$ cat src/rtl/sram_rd_arbiter_pkg.sv
// Shared constants and tag type for the SRAM read arbiter.
// D_width normally comes from define.svh; a 32-bit fallback keeps the slice standalone.
`ifndef D_width
`define D_width 32
`endif

package arb_pkg;
  localparam int unsigned NUM_REQ      = 16;
  localparam int unsigned MAX_SRAM_LAT = 4;
  localparam logic [4:0]  SEL_IDLE     = 5'd31;

  typedef struct packed {
    logic       valid;
    logic [3:0] id;
  } rd_tag_t;
endpackage

$ cat src/rtl/sram_rd_arbiter_if.sv
// Requester/mux-facing bundle of the SRAM read arbiter; master is the arbiter side.
interface sram_rd_arbiter_if #(
  parameter int unsigned D_W = `D_width
) ();
  logic [arb_pkg::NUM_REQ-1:0] req_i;
  logic                        hold_i;
  logic [arb_pkg::NUM_REQ-1:0] gnt_o;
  logic [4:0]                  sel_o;
  logic                        r_enable_o;
  logic [D_W-1:0]              rdata_i;
  logic [arb_pkg::NUM_REQ-1:0] rvalid_o;
  logic [D_W-1:0]              rdata_o;

  modport master (
    input  req_i, hold_i, rdata_i,
    output gnt_o, sel_o, r_enable_o, rvalid_o, rdata_o
  );

  modport slave (
    output req_i, hold_i, rdata_i,
    input  gnt_o, sel_o, r_enable_o, rvalid_o, rdata_o
  );
endinterface

$ cat src/rtl/sram_rd_arbiter_rr_pick16.sv
// Rotating priority encoder: first set bit of eligible searching upward from ptr, wrapping 15->0.
module rr_pick16 (
  input  logic [15:0] eligible,
  input  logic [3:0]  ptr,
  output logic        found,
  output logic [3:0]  idx
);
  logic [3:0] cand;

  always_comb begin
    found = 1'b0;
    idx   = '0;
    cand  = '0;
    for (int unsigned i = 0; i < 16; i++) begin
      cand = ptr + 4'(i);
      if (!found && eligible[cand]) begin
        found = 1'b1;
        idx   = cand;
      end
    end
  end
endmodule

$ cat src/rtl/sram_rd_arbiter.sv
// Round-robin read arbiter in front of the 16:1 SRAM port mux, with read-latency tag tracking.
// Optional performance counters are enabled by defining ARB_PERF_CNT_EN.
module sram_rd_arbiter
  import arb_pkg::*;
#(
  parameter int unsigned NUM_REQ  = 16,
  parameter int unsigned SRAM_LAT = 1,
  parameter int unsigned D_W      = `D_width
) (
  input logic                clk,
  input logic                rst,
  sram_rd_arbiter_if.master  bus
`ifdef ARB_PERF_CNT_EN
  ,
  input  logic               perf_clr_i,
  output logic [31:0]        perf_gnt_cnt_o,
  output logic [31:0]        perf_conflict_cnt_o
`endif
);
  if (NUM_REQ != 16) begin : g_bad_num_req
    $error("sram_rd_arbiter: NUM_REQ must be 16");
  end
  if (SRAM_LAT < 1 || SRAM_LAT > MAX_SRAM_LAT) begin : g_bad_lat
    $error("sram_rd_arbiter: SRAM_LAT must be 1..4");
  end

  logic [NUM_REQ-1:0] gnt_q;
  logic [NUM_REQ-1:0] eligible;
  logic [NUM_REQ-1:0] win_onehot;
  logic [NUM_REQ-1:0] rvalid_c;
  logic [D_W-1:0]     rdata_c;
  logic [3:0]         id_q;
  logic [3:0]         rr_ptr;
  logic [3:0]         win_idx;
  logic               ren_q;
  logic               win_found;
  logic               win;
  rd_tag_t            tag_q [SRAM_LAT];
  rd_tag_t            tag_out;

  // Last cycle's winner is masked out so its address phase completes before it can win again.
  assign eligible = bus.req_i & ~gnt_q;
  assign win      = win_found & ~bus.hold_i;

  rr_pick16 u_pick (
    .eligible (eligible),
    .ptr      (rr_ptr),
    .found    (win_found),
    .idx      (win_idx)
  );

  always_comb begin
    win_onehot          = '0;
    win_onehot[win_idx] = 1'b1;
  end

  always_ff @(posedge clk or posedge rst) begin
    if (rst) begin
      gnt_q  <= '0;
      id_q   <= '0;
      ren_q  <= 1'b0;
      rr_ptr <= '0;
    end else if (win) begin
      gnt_q  <= win_onehot;
      id_q   <= win_idx;
      ren_q  <= 1'b1;
      rr_ptr <= win_idx + 4'd1;
    end else begin
      gnt_q  <= '0;
      id_q   <= '0;
      ren_q  <= 1'b0;
    end
  end

  assign bus.gnt_o      = gnt_q;
  assign bus.r_enable_o = ren_q;
  assign bus.sel_o      = ren_q ? {1'b0, id_q} : SEL_IDLE;

  // Stage 0 captures the access cycle; the last stage lines up with valid SRAM Q.
  always_ff @(posedge clk or posedge rst) begin
    if (rst) begin
      for (int unsigned i = 0; i < SRAM_LAT; i++) tag_q[i] <= '0;
    end else begin
      tag_q[0] <= {ren_q, id_q};
      for (int unsigned i = 1; i < SRAM_LAT; i++) tag_q[i] <= tag_q[i-1];
    end
  end

  assign tag_out = tag_q[SRAM_LAT-1];

  always_comb begin
    rvalid_c = '0;
    rdata_c  = '0;
    if (tag_out.valid) begin
      rvalid_c[tag_out.id] = 1'b1;
      rdata_c              = bus.rdata_i;
    end
  end

  assign bus.rvalid_o = rvalid_c;
  assign bus.rdata_o  = rdata_c;

`ifdef ARB_PERF_CNT_EN
  logic conflict;

  assign conflict = ($countones(eligible) >= 2) && !bus.hold_i;

  always_ff @(posedge clk or posedge rst) begin
    if (rst) begin
      perf_gnt_cnt_o      <= '0;
      perf_conflict_cnt_o <= '0;
    end else if (perf_clr_i) begin
      perf_gnt_cnt_o      <= '0;
      perf_conflict_cnt_o <= '0;
    end else begin
      if (ren_q && perf_gnt_cnt_o != '1)
        perf_gnt_cnt_o <= perf_gnt_cnt_o + 32'd1;
      if (conflict && perf_conflict_cnt_o != '1)
        perf_conflict_cnt_o <= perf_conflict_cnt_o + 32'd1;
    end
  end
`endif
endmodule

$ cat src/flat_wrapper.sv
// flat-port wrapper written by rule: the top's interface ports become plain ports
module sram_rd_arbiter_flat import arb_pkg::*;
#(
  parameter int unsigned NUM_REQ  = 16,
  parameter int unsigned SRAM_LAT = 1,
  parameter int unsigned D_W      = `D_width
)
  (clk, rst, bus_req_i, bus_hold_i, bus_rdata_i, bus_gnt_o, bus_sel_o, bus_r_enable_o, bus_rvalid_o, bus_rdata_o);
  sram_rd_arbiter_if #(.D_W(D_W)) bus_i ();
  input logic clk;
  input logic rst;
  input wire logic [$bits(bus_i.req_i)-1:0] bus_req_i;
  input wire logic [$bits(bus_i.hold_i)-1:0] bus_hold_i;
  input wire logic [$bits(bus_i.rdata_i)-1:0] bus_rdata_i;
  output wire logic [$bits(bus_i.gnt_o)-1:0] bus_gnt_o;
  output wire logic [$bits(bus_i.sel_o)-1:0] bus_sel_o;
  output wire logic [$bits(bus_i.r_enable_o)-1:0] bus_r_enable_o;
  output wire logic [$bits(bus_i.rvalid_o)-1:0] bus_rvalid_o;
  output wire logic [$bits(bus_i.rdata_o)-1:0] bus_rdata_o;
  assign bus_i.req_i = bus_req_i;
  assign bus_i.hold_i = bus_hold_i;
  assign bus_i.rdata_i = bus_rdata_i;
  assign bus_gnt_o = bus_i.gnt_o;
  assign bus_sel_o = bus_i.sel_o;
  assign bus_r_enable_o = bus_i.r_enable_o;
  assign bus_rvalid_o = bus_i.rvalid_o;
  assign bus_rdata_o = bus_i.rdata_o;
  sram_rd_arbiter #(.NUM_REQ(NUM_REQ), .SRAM_LAT(SRAM_LAT), .D_W(D_W)) u_core (.clk(clk), .rst(rst), .bus(bus_i));
endmodule
$ cat config.mk
export PLATFORM = sky130hd
export DESIGN_NAME = sram_rd_arbiter_flat
export DESIGN_NICKNAME = d
export VERILOG_FILES = /design/src/rtl/sram_rd_arbiter_pkg.sv /design/src/rtl/sram_rd_arbiter_if.sv /design/src/rtl/sram_rd_arbiter_rr_pick16.sv /design/src/rtl/sram_rd_arbiter.sv /design/src/flat_wrapper.sv
export SDC_FILE = /design/constraint.sdc
export NUM_CORES = 1
export LEC_CHECK = 0
export CORE_MARGIN = 1
export CORE_UTILIZATION = 45
export CTS_CLUSTER_SIZE = 14
export DETAILED_ROUTE_END_ITERATION = 10
export HOLD_SLACK_MARGIN = 0.08
export PLACE_DENSITY = 0.89
export SLEW_MARGIN = 20
export SYNTH_ARGS = -nofsm -noshare
export SYNTH_HDL_FRONTEND = slang
export SYNTH_SLANG_ARGS = --single-unit
$ cat constraint.sdc
create_clock -name clk -period 4.5 [get_ports clk]
set_input_delay 0.9 -clock clk [delete_from_list [all_inputs] [get_ports clk]]
set_output_delay 0.9 -clock clk [all_outputs]
set_load 0.01 [all_outputs]
==> impl_metrics.csv <==
group,metric,value,unit
sta,timing.final.ws_setup,-0.00796,ns
status,status,"complete, but fails checks",
grt,grt_pass1_wl,29.6,mm
cells_and_area,final_nets,787,
clock_tree,clock_latency,0.29,ns
sta,slew_headroom,0.596,
placed_design,place_hpwl,15.4,mm
grt,overflow,0,
synthesis,synth-seq-cells,30,
grt,grt_max_degree,40,
detailed_routing,routed_via_density,6.49,
run,drv.max_cap_violation_count,0,
sta,worst_pin_slew,0.605,ns
clock_tree,cts.clk_slew.worst_paths,0.07,ns
detailed_routing,dr.pass1.iters,6,
critical_path,rr_startpoint,"u_core.rr_ptr[1]",
floorplan,rows,35,
sta,clock_skew,0.00836,ns
sta,fin_hold_ws,0.378,ns
detailed_routing,antenna_left,0,
critical_path,crit_arrival,4.71,ns
synthesis,synth.largest_area_cell,"dfrtp_1",
detailed_routing,drtIter0Drc,623,
clock_tree,cts_buffer_depth,2,
critical_path,crit_required,4.71,ns
synthesis,synthesis.area,4270,um2
detailed_routing,vias,5457,
sta,period_needed,4.51,ns
critical_path,r2r-end,"u_core.rr_ptr[3]",
placed_design,post-place-ws,-0.335,ns
detailed_routing,met2_length,9.41,mm
cells_and_area,utilization,0.729,
synthesis,synth_seq_area_share,0.176,
critical_path,worstPathMaxFanout,7,
clock_tree,numCtsBuffers,5,
placed_design,place_congestion,0.983,
detailed_routing,top_layer_used,"met4",
synthesis,synth_top_area_share,0.176,
clock_tree,cts_hold_buf,0,
synthesis,synth_ff_type,"dfrtp_1",
synthesis,yosys-top-cells-area,"dfrtp_1, mux4_2, nor2_1",
synthesis,yosysWarnings,0,
floorplan,die-area,9880,um2
synthesis,ys_types,91,
worst_hold_path,hp-start,"u_core.id_q[0]",
placed_design,place_inst,826,
synthesis,async_reset_ff_frac,1.00,
cells_and_area,fin_cells,841,
floorplan,dieWidth,99.4,um
synthesis,avgSynthCellArea,8.39,um2
synthesis,synth_edf_count,0,
cells_and_area,fillers,662,
detailed_routing,wl_per_cell,23.7,um
worst_hold_path,hold_path_end,"u_core.tag_out[0]",
detailed_routing,drc_errors,0,
sta,period_share,1.00,
detailed_routing,met3RoutedLength,2.00,mm
floorplan,start_util,0.464,
sta,rsz0062_at_grt,"true",
critical_path,critPathCaptureType,"register",
clock_tree,cts_sinks,30,
synthesis,post_synth_inst_count,509,
grt,grt_antenna_before_repair,0,
worst_hold_path,whs_path_depth,0,
worst_hold_path,hold_class,"reg2reg",
clock_tree,cts_tree,"done",
synthesis,synth_nets,567,
clock_tree,htree_levels,2,
sta,hold_viol,0,
sta,finalMaxSlewViolations,0,
sta,fmax,222,MHz
grt,grt_pass1_vias,5255,
critical_path,start_kind,"primary input",
cells_and_area,n_antenna_cell,0,
detailed_routing,drt-met1-wl,7.86,mm
grt,grt_usage,0.395,
cells_and_area,drive_gt1_frac,0.282,
critical_path,reg2regPathDepth,14,
status,violations,"negative setup slack",
floorplan,core_area,9200,um2
placed_design,io_buffers,120,
critical_path,rrSetupSlack,0.12,ns
sta,setup_viol,1,
floorplan,fp.dieH,99.4,um
clock_tree,clk_root_buffer_cell,"clkbuf_8",
cells_and_area,syn2layout_area_growth,57.0,%
critical_path,critPathKind,"in2reg",
floorplan,ios,121,
detailed_routing,routed_wl,19.9,mm
-- timing repair --
| action | in CTS | in global routing |
|---|---|---|
| pin swaps | 0 | 6 |
| endpoints found under the setup margin | 15 | 22 |
| setup buffers | 0 | 7 |
| gates resized for setup | 2 | 41 |
-- registers in the layout, indices dropped and copies added (netlist names) --
signal and count:
u_core.bus.r_enable_o 1, u_core.id_q 4, u_core.tag_out 5, u_core.rr_ptr 4, u_core.bus.gnt_o 16
-- final cells by class --
cell class	count	area (um2)	area share
timing repair buffer	236	2070	0.309
multi-input combinational	444	3600	0.537
clock inverter	2	12.5	0.00187
sequential	30	751	0.112
tap	111	139	0.0207
clock buffer	6	82.6	0.0123
inverter	12	48.8	0.00728
-- critical path: stages --
cell and delay (ns):
clkdlybuf4s50_1 0.57, or4b_2 0.64, a41o_1 0.28, a21oi_1 0.31
nor3b_4 0.09, buf_4 0.17, a31o_2 0.24, a211o_1 0.31
a211oi_1 0.38, a22oi_2 0.14, or3_4 0.36, or2_1 0.23
o2111ai_1 0.09
-- layout by cell type, fill, tap and decap left out, drive strengths merged, types with 9 or more instances in the layout --
cell type,instances
dfrtp,30
clkdlybuf4s50,120
nor2,61
nor4,23
o41ai,9
a21oi,21
mux2i,9
nand2,30
or4,9
buf,115
mux4,13
inv,10
and2,37
nand2b,27
xnor2,10
nand3,9
o21ai,13
nor3,13
-- worst max-delay path by stage --
stage	startpoint	depth (start not counted)	slack, ns	to
after global placement	bus_req_i[13]	15	-0.32	u_core.bus.gnt_o[3]
after floorplan	u_core.rr_ptr[1]	17	0.09	u_core.rr_ptr[3]
after detailed placement	bus_req_i[13]	14	-0.34	u_core.bus.gnt_o[5]
final	bus_req_i[14]	13	-0.008	u_core.rr_ptr[3]
after global routing	bus_req_i[13]	13	-0.07	u_core.bus.gnt_o[14]
after CTS	u_core.rr_ptr[1]	14	0.02	u_core.rr_ptr[3]
-- metal layers --
layer,GRT usage,vias to the layer above
li1,-,2410
met1,0.526,2655
met2,0.652,341
met3,0.0675,51
met4,0.126,0
met5,0,-
-- logic make-up after synthesis --
kind of cell               count (synthesis)  synth area share
and+or+nand+nor                          280             0.412
AOI/OAI and AO/OA                        113             0.202
buffers and inverters                     35            0.0439
muxes                                     30             0.112
DFF                                       30             0.176
xor gates and xnor gates                  14            0.0340
adders and majority gates                  7            0.0205
-- through the flow --
stage / instance area (um2) / setup TNS (ns)
after CTS: 6390 / 0
after detailed placement: 6290 / -5.63
after global placement: 6290 / -5.33
after global routing: 6700 / -0.277
after floorplan: 4270 / 0
final: 6700 / -0.00796
-- Yosys cell counts, types with 7 or more instances --
cell      number
a21oi_1       21
and2_1        36
clkbuf_1      11
dfrtp_1       30
ha_1           7
inv_1          9
mux2_2         8
mux2i_1        8
mux4_2        13
nand2_1       30
nand2b_1      27
nand3_1        9
nor2_1        61
nor2b_1        8
nor3_1        12
nor4_1        16
o21ai_0       12
o41ai_1        8
or4_1          9
xnor2_1        8
Power is left out: the tool's default activity adds up to more than one toggle a clock period on the data nets, which glitch-free logic cannot reach.
